### src/rtl/bcd_pkg.sv
// ---------------------------------------------------------------------------
// bcd_pkg
// Shared constants and types for the binary-to-BCD converter.
//   state_t        : FSM state encoding (ST_IDLE, ST_SHIFT, ST_DONE)
//   BCD_DIGIT_W    : bits per BCD digit
//   ADD3_THRESHOLD : digit value at or above which +3 is applied
//   ADD3_VALUE     : correction added to a digit before each shift
//   ERROR_DIGIT    : digit code shown on every digit when the result overflows
// ---------------------------------------------------------------------------
package bcd_pkg;

  typedef enum logic [1:0] {
    ST_IDLE  = 2'b00,
    ST_SHIFT = 2'b01,
    ST_DONE  = 2'b10
  } state_t;

  localparam int         BCD_DIGIT_W    = 4;
  localparam logic [3:0] ADD3_THRESHOLD = 4'd5;
  localparam logic [3:0] ADD3_VALUE     = 4'd3;
  localparam logic [3:0] ERROR_DIGIT    = 4'hF;

endpackage : bcd_pkg

### src/rtl/bcd_add3_digit.sv
// ---------------------------------------------------------------------------
// bcd_add3_digit
// Combinational double-dabble correction for a single BCD digit: adds 3 when
// the digit is 5 or more, so that the following left shift carries correctly
// into the next decade. No carry leaves the digit.
// Ports:
//   digit_i : 4-bit scratch digit before correction
//   digit_o : 4-bit corrected digit
// ---------------------------------------------------------------------------
module bcd_add3_digit
  import bcd_pkg::*;
(
  input  logic [BCD_DIGIT_W-1:0] digit_i,
  output logic [BCD_DIGIT_W-1:0] digit_o
);

  assign digit_o = (digit_i >= ADD3_THRESHOLD) ? (digit_i + ADD3_VALUE) : digit_i;

endmodule : bcd_add3_digit

### src/rtl/binary_to_bcd_converter.sv
// ---------------------------------------------------------------------------
// binary_to_bcd_converter
// Sequential shift-and-add-3 (double-dabble) converter, one input bit per
// clock. A conversion is accepted with start while ready is high, runs for
// BIN_WIDTH cycles in SHIFT, then spends one cycle in DONE where the new
// result is presented. bcd/overflow/blank are registered and only change on
// entry to DONE, so the downstream 7-segment decoders never see partial data.
//
// Parameters:
//   BIN_WIDTH : width of the binary input (1..32)
//   DIGITS    : number of BCD output digits (1..8)
// Ports:
//   clk      : system clock, rising edge
//   rst      : synchronous active-high reset; discards any conversion
//   start    : conversion request, sampled only while ready=1
//   binary   : value to convert, captured on the accept edge
//   ready    : converter can accept start this cycle (IDLE or DONE)
//   busy     : conversion in progress (SHIFT)
//   done     : one-cycle pulse, new result valid from this cycle
//   bcd      : packed BCD result, digit 0 (units) in bits [3:0];
//              all digits 4'hF when the value did not fit
//   overflow : last result exceeded 10^DIGITS-1
//   blank    : leading-zero blank flags
// Build option:
//   BCD_LEADING_ZERO_BLANK_EN : when defined, blank[i] (i>=1) is set when
//   digit i and every higher digit are zero; blank[0] is always 0 and all
//   flags are 0 on overflow. When undefined, blank is tied to zero.
// ---------------------------------------------------------------------------
module binary_to_bcd_converter
  import bcd_pkg::*;
#(
  parameter int BIN_WIDTH = 14,
  parameter int DIGITS    = 4
) (
  input  logic                          clk,
  input  logic                          rst,
  input  logic                          start,
  input  logic [BIN_WIDTH-1:0]          binary,
  output logic                          ready,
  output logic                          busy,
  output logic                          done,
  output logic [BCD_DIGIT_W*DIGITS-1:0] bcd,
  output logic                          overflow,
  output logic [DIGITS-1:0]             blank
);

  localparam int SCR_W = BCD_DIGIT_W * DIGITS;
  localparam int CNT_W = (BIN_WIDTH > 1) ? $clog2(BIN_WIDTH) : 1;

  state_t               state_q, state_d;
  logic [CNT_W-1:0]     cnt_q, cnt_d;
  logic [BIN_WIDTH-1:0] shift_q, shift_d;
  logic [SCR_W-1:0]     scr_q, scr_d;
  logic [SCR_W-1:0]     scr_corr;
  logic                 ovf_scr_q, ovf_scr_d;
  logic [SCR_W-1:0]     bcd_q, bcd_d;
  logic                 overflow_q;
  logic                 load_out;

  // Per-digit add-3 correction applied to the scratch register before shift.
  generate
    for (genvar gi = 0; gi < DIGITS; gi++) begin : g_add3
      bcd_add3_digit u_add3 (
        .digit_i (scr_q   [gi*BCD_DIGIT_W +: BCD_DIGIT_W]),
        .digit_o (scr_corr[gi*BCD_DIGIT_W +: BCD_DIGIT_W])
      );
    end
  endgenerate

  // Next-state and datapath logic.
  always_comb begin
    state_d   = state_q;
    cnt_d     = cnt_q;
    shift_d   = shift_q;
    scr_d     = scr_q;
    ovf_scr_d = ovf_scr_q;
    load_out  = 1'b0;

    case (state_q)
      ST_IDLE, ST_DONE: begin
        if (start) begin
          shift_d   = binary;
          scr_d     = '0;
          ovf_scr_d = 1'b0;
          cnt_d     = CNT_W'(BIN_WIDTH - 1);
          state_d   = ST_SHIFT;
        end else if (state_q == ST_DONE) begin
          state_d = ST_IDLE;
        end
      end

      ST_SHIFT: begin
        // {scratch, shift} << 1 after correction; the bit pushed out of the
        // top digit means the value no longer fits in DIGITS decades.
        scr_d     = {scr_corr[SCR_W-2:0], shift_q[BIN_WIDTH-1]};
        shift_d   = shift_q << 1;
        ovf_scr_d = ovf_scr_q | scr_corr[SCR_W-1];
        if (cnt_q == '0) begin
          state_d  = ST_DONE;
          load_out = 1'b1;
        end else begin
          cnt_d = cnt_q - 1'b1;
        end
      end

      default: begin
        state_d = ST_IDLE;
      end
    endcase
  end

  // Result as it will be published on DONE entry (uses the final shift).
  assign bcd_d = ovf_scr_d ? {DIGITS{ERROR_DIGIT}} : scr_d;

  always_ff @(posedge clk) begin
    if (rst) begin
      state_q    <= ST_IDLE;
      cnt_q      <= '0;
      shift_q    <= '0;
      scr_q      <= '0;
      ovf_scr_q  <= 1'b0;
      bcd_q      <= '0;
      overflow_q <= 1'b0;
    end else begin
      state_q   <= state_d;
      cnt_q     <= cnt_d;
      shift_q   <= shift_d;
      scr_q     <= scr_d;
      ovf_scr_q <= ovf_scr_d;
      if (load_out) begin
        bcd_q      <= bcd_d;
        overflow_q <= ovf_scr_d;
      end
    end
  end

`ifdef BCD_LEADING_ZERO_BLANK_EN
  logic [DIGITS-1:0] blank_q, blank_d;
  logic              zero_above;

  // Walk from the top digit down; a digit is blanked only while every digit
  // above it (and itself) is zero. The units digit is never blanked.
  always_comb begin
    blank_d    = '0;
    zero_above = 1'b1;
    for (int i = DIGITS - 1; i >= 1; i--) begin
      zero_above = zero_above & (scr_d[i*BCD_DIGIT_W +: BCD_DIGIT_W] == '0);
      blank_d[i] = zero_above & ~ovf_scr_d;
    end
  end

  always_ff @(posedge clk) begin
    if (rst) begin
      blank_q <= '0;
    end else if (load_out) begin
      blank_q <= blank_d;
    end
  end

  assign blank = blank_q;
`else
  assign blank = '0;
`endif

  assign ready    = (state_q == ST_IDLE) || (state_q == ST_DONE);
  assign busy     = (state_q == ST_SHIFT);
  assign done     = (state_q == ST_DONE);
  assign bcd      = bcd_q;
  assign overflow = overflow_q;

endmodule : binary_to_bcd_converter

### config.mk
export PLATFORM = sky130hd
export DESIGN_NAME = binary_to_bcd_converter
export DESIGN_NICKNAME = d
export VERILOG_FILES = /design/src/rtl/bcd_pkg.sv /design/src/rtl/bcd_add3_digit.sv /design/src/rtl/binary_to_bcd_converter.sv
export SDC_FILE = /design/constraint.sdc
export NUM_CORES = 1
export LEC_CHECK = 0
export CELL_PAD_IN_SITES_DETAIL_PLACEMENT = 0
export CELL_PAD_IN_SITES_GLOBAL_PLACEMENT = 1
export CORE_MARGIN = 2
export CORE_UTILIZATION = 31
export CTS_CLUSTER_SIZE = 12
export DETAILED_ROUTE_END_ITERATION = 8
export GPL_ROUTABILITY_DRIVEN = 0
export PLACE_DENSITY_LB_ADDON = 0.05
export REMOVE_ABC_BUFFERS = 1
export SLEW_MARGIN = 15
export SYNTH_ARGS = -nofsm -noshare
export SYNTH_HDL_FRONTEND = slang
export SYNTH_SLANG_ARGS = --single-unit
### constraint.sdc
create_clock -name clk -period 1.8 [get_ports clk]
set_input_delay 0.27 -clock clk [delete_from_list [all_inputs] [get_ports clk]]
set_output_delay 0.27 -clock clk [all_outputs]
set_load 0.1 [all_outputs]
==> metrics.md, run 1 <==
| Metric | Value |
|---|---|
| Library cells used by synthesis | `38` |
| Most used DFF post-synth | `dfxtp_1` |
| P_leak | `~0.0012 uW` |
| PortBufs | `36` |
| Most common cell in the netlist | `dfxtp_1` |
| Via count | `2,112` |
| Req. time, crit path | `~1.5 ns` |
| Violation count after the first detailed-routing iteration | `54` |
| Core Rows | `33` |
| EDFF count, synth | `0` |
| Core area | `8260 sq um` |
| Worst min path class | `input port to flop` |
| Root Buffer | `clkbuf_8` |
| Area leader, netlist | `dfxtp_1` |
| Status | `completed` |
| Non-Filler Instances | `435` |
| Area Growth Syn to Fin | `26.2%` |
| Die Wd | `96.6 um` |
| Fillcell total | `848` |
| Post-synthesis cell count | `291` |
| Final worst path period need | `1.69 ns` |
| Post-CTS Hold Buffers | `0` |
| # Max-Cap Violations | `0` |
| Power consumption | `3030 uW` |
| Startpoint type of the worst setup path | `flop` |
| Final slew viol count | `0` |
| Drt pass-1 iters | `4` |
| Hold Fails Final Rpt | `0` |
| Max frequency | `roughly 590 MHz` |
| Setup Viol. Count Final | `0` |
| Global-route wire length before repair | `approximately 11,000 um` |
| TritonCTS clock tree | `built` |
| Wirelength, routed | `6130 um` |
| Fin crit share | `0.938` |
| Clk pin slew, worst setup/hold paths | `0.11 ns` |
| IO Pins | `41` |
| Dpl hpwl | `4220 um` |
| Worst clock skew | `0.00889 ns` |
| Initial Util | `0.322` |
| #FFs+latches synth | `54` |
| CTS Buffer Depth | `2` |
| Worst vdd ir | `roughly 0.32 mV` |
| YS warnings | `0` |
| RSZ-0062 raised after global routing | `false` |
| Gr usage total | `0.140` |
| Worst EP arrival | `1.42 ns` |
| Ys async rst share | `0` |
| H-tree depth | `2` |
| Die H | `roughly 97 um` |
| Avg Cell Area, Syn | `between 9 and 10 sq um` |
| Final core occ | `0.407` |
| Largest cells by area after synthesis | `dfxtp_1 (41%), nor2_1 (5.5%), a311oi_1 (4.9%), a211oi_2 (4.7%), ha_1 (4.7%)` |
| Worst skew pair latency | `0.32 ns` |
| Drt via density | `4.86` |
| DRT antenna net count | `0` |
| Post-synth top cells | `dfxtp_1 (54), nor2_1 (39), nand2_1 (31), a311oi_1 (15), o21ai_0 (15)` |
| Clock sink count | `54` |
| Post-synth top area share | `0.406` |
| Critical path peak fanout | `17` |
| Total die area | `9340 sq um` |
| Synthesized area | `2660 sq um` |
| Cts bufs inserted | `5` |
| Layout cells sized above 1 | `0.248` |
| Largest net degree at the start of global routing | `27` |
| Routed wire per std cell | `14.1 um` |
| Hold WS | `approximately 0.38 ns` |
| # diodes | `0` |
| Critical path class | `flop to output pin` |
| Cell Pwr Density | `902 nW/um^2` |
| Initial antenna violation count | `0` |
| Crit. End Element | `output pin` |
| Gr ovfl total | `0` |
| Seq/Total Area, Yosys | `0.406` |
| Placed instance count | `427` |
| Final #Nets | `approximately 360` |
| Vias in the first global route | `2,204` |
| # DRC | `0` |
power breakdown:
| group | total (uW) | switching (uW) | internal, uW |
|---|---|---|---|
| clock network | 859 | 441 | 418 |
| registers | 1330 | 57.9 | 1270 |
| logic | 840 | 548 | 292 |
| total | 3030 | 1050 | 1980 |
routing by layer:
| metal | vias up | share of wire | GRT usage |
|---|---|---|---|
| li1 | 1084 | - | - |
| met1 | 984 | 0.50 | 0.193 |
| met2 | 40 | 0.46 | 0.221 |
| met3 | 4 | 0.037 | 0.0368 |
| met4 | 0 | 0.0078 | 0.0325 |
| met5 | - | 0 | 0 |
stage by stage:
stage               setup TNS [ns]  cell area (sq um)  setup slack (ns)
CTS                              0               3350            0.0305
global placement                 0               3230            0.0476
floorplan                    -9.51               2500            -0.576
detailed placement               0               3230            0.0328
global route                     0               3360           0.00257
finish                           0               3360             0.112
registers in the layout, indices dropped and copies added, names as in the netlist:
signal / flops
overflow: 1
ovf_scr_q: 1
state_q: 2
shift_q: 14
bcd: 16
cnt_q: 4
scr_q: 16
cell families after synthesis:
kind of cell,synth area share
simple gates,0.224
compound gates,0.184
flops,0.406
buf+inv,0.0818
fa+ha+maj,0.0470
mux,0.0419
xor+xnor,0.0132
other cells,0.00141
final cells by class:
class | count | area, sq um | share of cell area
Multi-Input combinational cell | 204 | 1370 | 0.409
Sequential cell | 54 | 1080 | 0.322
Timing Repair Buffer | 52 | 608 | 0.181
Tap cell | 105 | 131 | 0.0391
Clock buffer | 5 | 68.8 | 0.0205
Inverter | 12 | 50.0 | 0.0149
Clock inverter | 3 | 43.8 | 0.0130
cell usage in the layout, fill, tap and decap left out, drive strengths merged:
master / count
dfxtp: 54
nor2: 48
buf: 37
nand2: 32
a211oi: 19
o21ai: 16
a311oi: 15
clkdlybuf4s50: 15
inv: 12
ha: 10
mux2: 9
a21oi: 8
nand2b: 7
nor3b: 6
clkbuf: 5
and2: 5
nand4b: 4
xnor2: 4
or4: 4
a32oi: 4
conb: 4
nor3: 4
and2b: 2
clkinv: 2
a22oi: 1
nor4b: 1
mux2i: 1
bufinv: 1
path summary, 6_finish.rpt:
path,from,to,slack [ns],cells past startpoint
setup reg to reg,scr_q[13],bcd[1],0.15,7
hold reg to reg,shift_q[1],shift_q[2],0.48,2
setup / recovery,state_q[1],busy,0.11,4
hold / removal,rst,scr_q[3],0.38,2
timing repair:
| item | 4_1_cts | 5_1_grt |
|---|---|---|
| resized for setup | 1 | 3 |
| setup endpoints to repair | 1 | 5 |
| setup buffers | 0 | 0 |
worst max-delay path, stage by stage, from the launching register on:
cell	delay, ns
dfxtp_1	0.34
nand2b_1	0.20
clkinv_4	0.17
buf_8	0.20
buf_12	0.17
No activity file was read; power rests on OpenSTA's default activity.
==> run 2, diff against run 1 <==
--- a/config.mk
+++ b/config.mk
@@ -12,7 +12,8 @@
 export CTS_CLUSTER_SIZE = 12
 export DETAILED_ROUTE_END_ITERATION = 8
 export GPL_ROUTABILITY_DRIVEN = 0
-export PLACE_DENSITY_LB_ADDON = 0.05
+export PLACE_DENSITY = 0.7
+export RECOVER_POWER = 50
 export REMOVE_ABC_BUFFERS = 1
 export SLEW_MARGIN = 15
 export SYNTH_ARGS = -nofsm -noshare
==> run 2 against run 1 <==
Compared with the run above:
- power is 10% lower
- final cell count is 1.6% lower
- non-clock buffer count is 5 lower
- clock skew is 0.0030 ns lower
- largest cell class unchanged
- highest routed layer unchanged
==> metrics.md, run 2 (same netlist as run 1, synthesis figures left out) <==
| Metric | Value |
|---|---|
| Status | `completed` |
| Worst skew pair latency | `about 0.30 ns` |
| Core Rows | `33` |
| Critical path peak fanout | `21` |
| Setup Viol. Count Final | `0` |
| Gr usage total | `0.122` |
| Most frequent cells in the layout | `dfxtp_1 (54), nor2_1 (39), nand2_1 (31), clkbuf_2 (19)` |
| # DRC | `0` |
| Routed wire per std cell | `13.1 um` |
| P_leak | `roughly 0.0011 uW` |
| Die H | `96.6 um` |
| Setup ws final | `0.102 ns` |
| Sum Neg Setup Slack | `0 ns` |
| Wirelength, routed | `5600 um` |
| Violation count after the first detailed-routing iteration | `between 50 and 60` |
| Req. time, crit path | `roughly 1.5 ns` |
| DRT antenna net count | `0` |
| # diodes | `0` |
| Worst Max-Slew Pin Slew | `0.545 ns` |
| Dpl hpwl | `3860 um` |
| H-tree depth | `2` |
| R2R Setup Slk | `0.13 ns` |
| Final slew viol count | `0` |
| CTS Buffer Depth | `2` |
| Worst EP arrival | `1.43 ns` |
| PortBufs | `36` |
| Die Wd | `96.6 um` |
| Layout cells sized above 1 | `0.229` |
| IO Pins | `41` |
| Root Buffer | `clkbuf_8` |
| TritonCTS clock tree | `built` |
| Final core occ | `0.376` |
| Worst Setup EP | `busy` |
| Largest net degree at the start of global routing | `32` |
| Hold WS | `0.357 ns` |
| Post-Place Setup Slack | `-0.0487 ns` |
| Worst clock skew | `0.00588 ns` |
| Worst Reg-to-Reg Cells | `6` |
| Cell Pwr Density | `approximately 900 nW/um^2` |
| Hold Fails Final Rpt | `0` |
| Most common cell after layout, fill and taps aside | `dfxtp_1` |
| Vias in the first global route | `1,996` |
| Via count | `2,085` |
| Clock sink count | `54` |
| Final worst path period need | `roughly 1.7 ns` |
| RSZ-0062 raised after global routing | `false` |
| Global-route wire length before repair | `about 9600 um` |
| Worst min path class | `input port to flop` |
| Clk pin slew, worst setup/hold paths | `0.09 ns` |
| Cts bufs inserted | `5` |
| Startpoint type of the worst setup path | `flop` |
| Crit. End Element | `output pin` |
| Gr ovfl total | `0` |
| Post-CTS Hold Buffers | `0` |
| Core area | `8260 sq um` |
| Fin crit share | `0.943` |
| Worst slew margin | `0.638` |
| Total die area | `between 9000 and 10,000 sq um` |
| Drt via density | `slightly below 5` |
| Crit Reg-Reg Endpoint | `bcd[2]` |
| Critical Path Source | `state_q[1]` |
| Final #Nets | `351` |
| Worst vdd ir | `0.298 mV` |
| Initial antenna violation count | `0` |
| Drt pass-1 iters | `4` |
| Critical path class | `flop to output pin` |
| CTS resizes | `0` |
| Area Growth Syn to Fin | `16.6%` |
| Postcts setup bufs | `0` |
| Initial Util | `0.322` |
| # Max-Cap Violations | `0` |
| Max frequency | `589 MHz` |
| Reg-to-Reg Start | `scr_q[1]` |
-- run 2: worst min path at each step --
stage / from / to / slack (ns) / cells past startpoint
after CTS: rst / scr_q[12] / 0.35 / 2
after global placement: shift_q[6] / shift_q[7] / 0.46 / 2
final: rst / bcd[9] / 0.36 / 2
after floorplan: rst / bcd[10] / 0.33 / 1
after global routing: rst / bcd[9] / 0.35 / 2
after detailed placement: shift_q[10] / shift_q[10] / 0.47 / 2
-- run 2: routing by layer --
| layer | share of wire | track usage |
|---|---|---|
| met3 | 0.036 | 0.0275 |
| met1 | 0.49 | 0.164 |
| met2 | 0.46 | 0.193 |
| met5 | 0 | 0 |
| met4 | 0.016 | 0.0423 |
-- run 2: power by group --
part	switching, uW	total, uW	internal, uW
logic	537	746	208
clock network	356	653	298
registers	51.9	1320	1270
total	945	2720	1780
-- run 2: area by class of cell --
type,instances,area (sq um)
Timing Repair Buffer,47,378
Multi-Input combinational cell,204,1380
Tap cell,105,131
Fill cell,871,5160
Inverter,12,50.0
Sequential cell,54,1080
Clock buffer,6,82.6
-- run 2: through the flow --
step | std cells | total power [uW] | cell area, sq um
2_1_floorplan | 270 | 1890 | 2500
3_3_place_gp | 422 | 2190 | 3220
3_5_place_dp | 422 | 2190 | 3220
4_1_cts | 428 | 2860 | 3300
5_1_grt | 428 | 2860 | 3100
6_report | 428 | 2720 | 3100
-- run 2: worst max-delay path: stages (launching register included) --
cell	delay [ns]
dfxtp_1	0.33
nand2b_1	0.20
clkinv_4	0.19
buf_4	0.23
buf_12	0.17
==> run 3, diff against run 2 <==
--- a/config.mk
+++ b/config.mk
@@ -15,6 +15,7 @@
 export PLACE_DENSITY = 0.7
 export RECOVER_POWER = 50
 export REMOVE_ABC_BUFFERS = 1
+export SKIP_LAST_GASP = 1
 export SLEW_MARGIN = 15
 export SYNTH_ARGS = -nofsm -noshare
 export SYNTH_HDL_FRONTEND = slang
==> constraint.sdc (replaced) <==
create_clock -name clk -period 1.8 [get_ports clk]
set_input_delay 0.27 -clock clk [delete_from_list [all_inputs] [get_ports clk]]
set_output_delay 0.27 -clock clk [all_outputs]
set_load 0.05 [all_outputs]
==> run 3 against run 2 <==
Compared with the run above:
- first-iteration DRC count increased by 45%
- largest cell class unchanged
- power up 1.3%
- non-clock buffer count up 1
- utilization increased by 0.62 points
- final cell count grew 0.47%
- global-route usage rose by 0.095 points
- clock power grew 29%
==> metrics.md, run 3 (same netlist as run 1, synthesis figures left out) <==
| Metric | Value |
|---|---|
| Multi-input logic area | `1390 sq um` |
| Cts bufs inserted | `5` |
| H-tree depth | `2` |
| Root Buffer | `clkbuf_8` |
| PortBufs | `36` |
| Violation count after the first detailed-routing iteration | `80` |
| Layout cells sized above 1 | `0.191` |
| Placed instance count | `approximately 420` |
| Die H | `96.6 um` |
| Final worst path period need | `1.72 ns` |
| Critical path class | `flop to output pin` |
| Delay-heaviest family, CP | `buffers and inverters` |
| Area Growth Syn to Fin | `18.5%` |
| FF+latch area | `approximately 1100 sq um` |
| Worst slew margin | `0.594` |
| CTS Buffer Depth | `2` |
| RSZ-0062 raised after global routing | `true` |
| Worst Max-Slew Pin Slew | `0.611 ns` |
| Req. time, crit path | `between 1.5 and 2 ns` |
| Crit. End Element | `output pin` |
| Vias in the first global route | `1,975` |
| # Max-Cap Violations | `0` |
| Setup Viol. Count Final | `0` |
| Postcts setup bufs | `0` |
| Startpoint type of the worst setup path | `flop` |
| Cell Pwr Density | `874 nW/um^2` |
| Worst EP arrival | `1.45 ns` |
| Hold Fails Final Rpt | `0` |
| Global-route wire length before repair | `9540 um` |
| Final #Nets | `352` |
| Worst clock skew | `0.00418 ns` |
| Worst vdd ir | `around 0.33 mV` |
| Setup ws final | `0.0787 ns` |
| Max frequency | `581 MHz` |
| Via count | `2,087` |
| Critical path peak fanout | `2` |
| Fin crit share | `0.956` |
| Largest net degree at the start of global routing | `29` |
| Non-Filler Instances | `430` |
| Slowest stage delay, CP | `0.80 ns` |
| Worst min path class | `input port to flop` |
| # diodes | `0` |
| Core area | `roughly 8300 sq um` |
| DRT antenna net count | `0` |
| Die Wd | `96.6 um` |
| Power consumption | `around 2800 uW` |
| Gr usage total | `0.123` |
| Routed wire per std cell | `13.1 um` |
| Crit-path cells | `clkdlybuf4s50_1` |
| TritonCTS clock tree | `built` |
| Fillcell total | `864` |
| Clock sink count | `54` |
| Final slew viol count | `0` |
| Total die area | `9340 sq um` |
| Most common cell after layout, fill and taps aside | `dfxtp_1` |
| Worst path slowest cell | `clkdlybuf4s50_1` |
| IO Pins | `41` |
| Status | `completed` |
| Placed Instance Area | `3070 sq um` |
| Initial Util | `0.322` |
| Most frequent cells in the layout | `dfxtp_1 (53), nor2_1 (38), nand2_1 (31), clkdlybuf4s50_1 (17)` |
| Post-Place Setup Slack | `-0.0392 ns` |
| Drt via density | `4.85` |
| Drt pass-1 iters | `4` |
| Wirelength, routed | `5640 um` |
| Gr ovfl total | `0` |
| Clk pin slew, worst setup/hold paths | `0.09 ns` |
| CP bufs+invs | `1` |
| Worst skew pair latency | `~0.31 ns` |
| Core Rows | `33` |
| # DRC | `0` |
| P_leak | `0.00111 uW` |
| Initial antenna violation count | `0` |
| Dpl hpwl | `approximately 3900 um` |
| Non-Filler Cell Area, Final | `3150 sq um` |
## run 3: cell types whose count changed in the layout (fill, tap and decap cells not counted), moves of 2 or more
| cell | before | now |
|---|---|---|
| buf_4 | 9 | 11 |
| clkbuf_1 | 0 | 14 |
| clkbuf_2 | 19 | 0 |
| clkdlybuf4s50_1 | 15 | 17 |
## run 3: final timing paths
check,cells past startpoint,slack (ns),startpoint,to
setup / recovery,1,0.08,bcd[3],bcd[3]
hold / removal,2,0.22,rst,scr_q[11]
setup reg to reg,7,0.10,scr_q[13],bcd[9]
hold reg to reg,2,0.48,shift_q[5],shift_q[6]
## run 3: layout make-up
type,instances,share of cell area
multi-input cells,204,0.439
flip-flops and latches,54,0.343
repair buffers,48,0.125
well taps,105,0.0417
clock buffers,6,0.0262
inverters,12,0.0151
clock inverters,1,0.00952
## run 3: per-stage QoR
step                      setup TNS, ns  utilization  hold slack, ns
after CTS                             0        0.386           0.216
after global routing            -0.0117        0.382           0.234
after global placement           -0.270        0.372           0.462
after detailed placement         -0.503        0.372           0.466
final                                 0        0.382           0.219
after floorplan                   -7.26            -           0.335
## run 3: timing repair
action                     4_1_cts  5_1_grt
setup endpoints to repair        0        6
resized for setup                0        6
hold buffers                     0        0
## run 3: layer usage
metal  part of all wire  routed length (um)  track usage
met5                  0                   0            0
met4              0.018                 104       0.0596
met3              0.033                 184       0.0224
met2               0.44                2510        0.186
met1               0.50                2840        0.169
## run 3: report_power, final
group          switching (uW)  internal [uW]
logic                     382            213
registers                49.4           1270
clock network             396            446
total                     827           1930
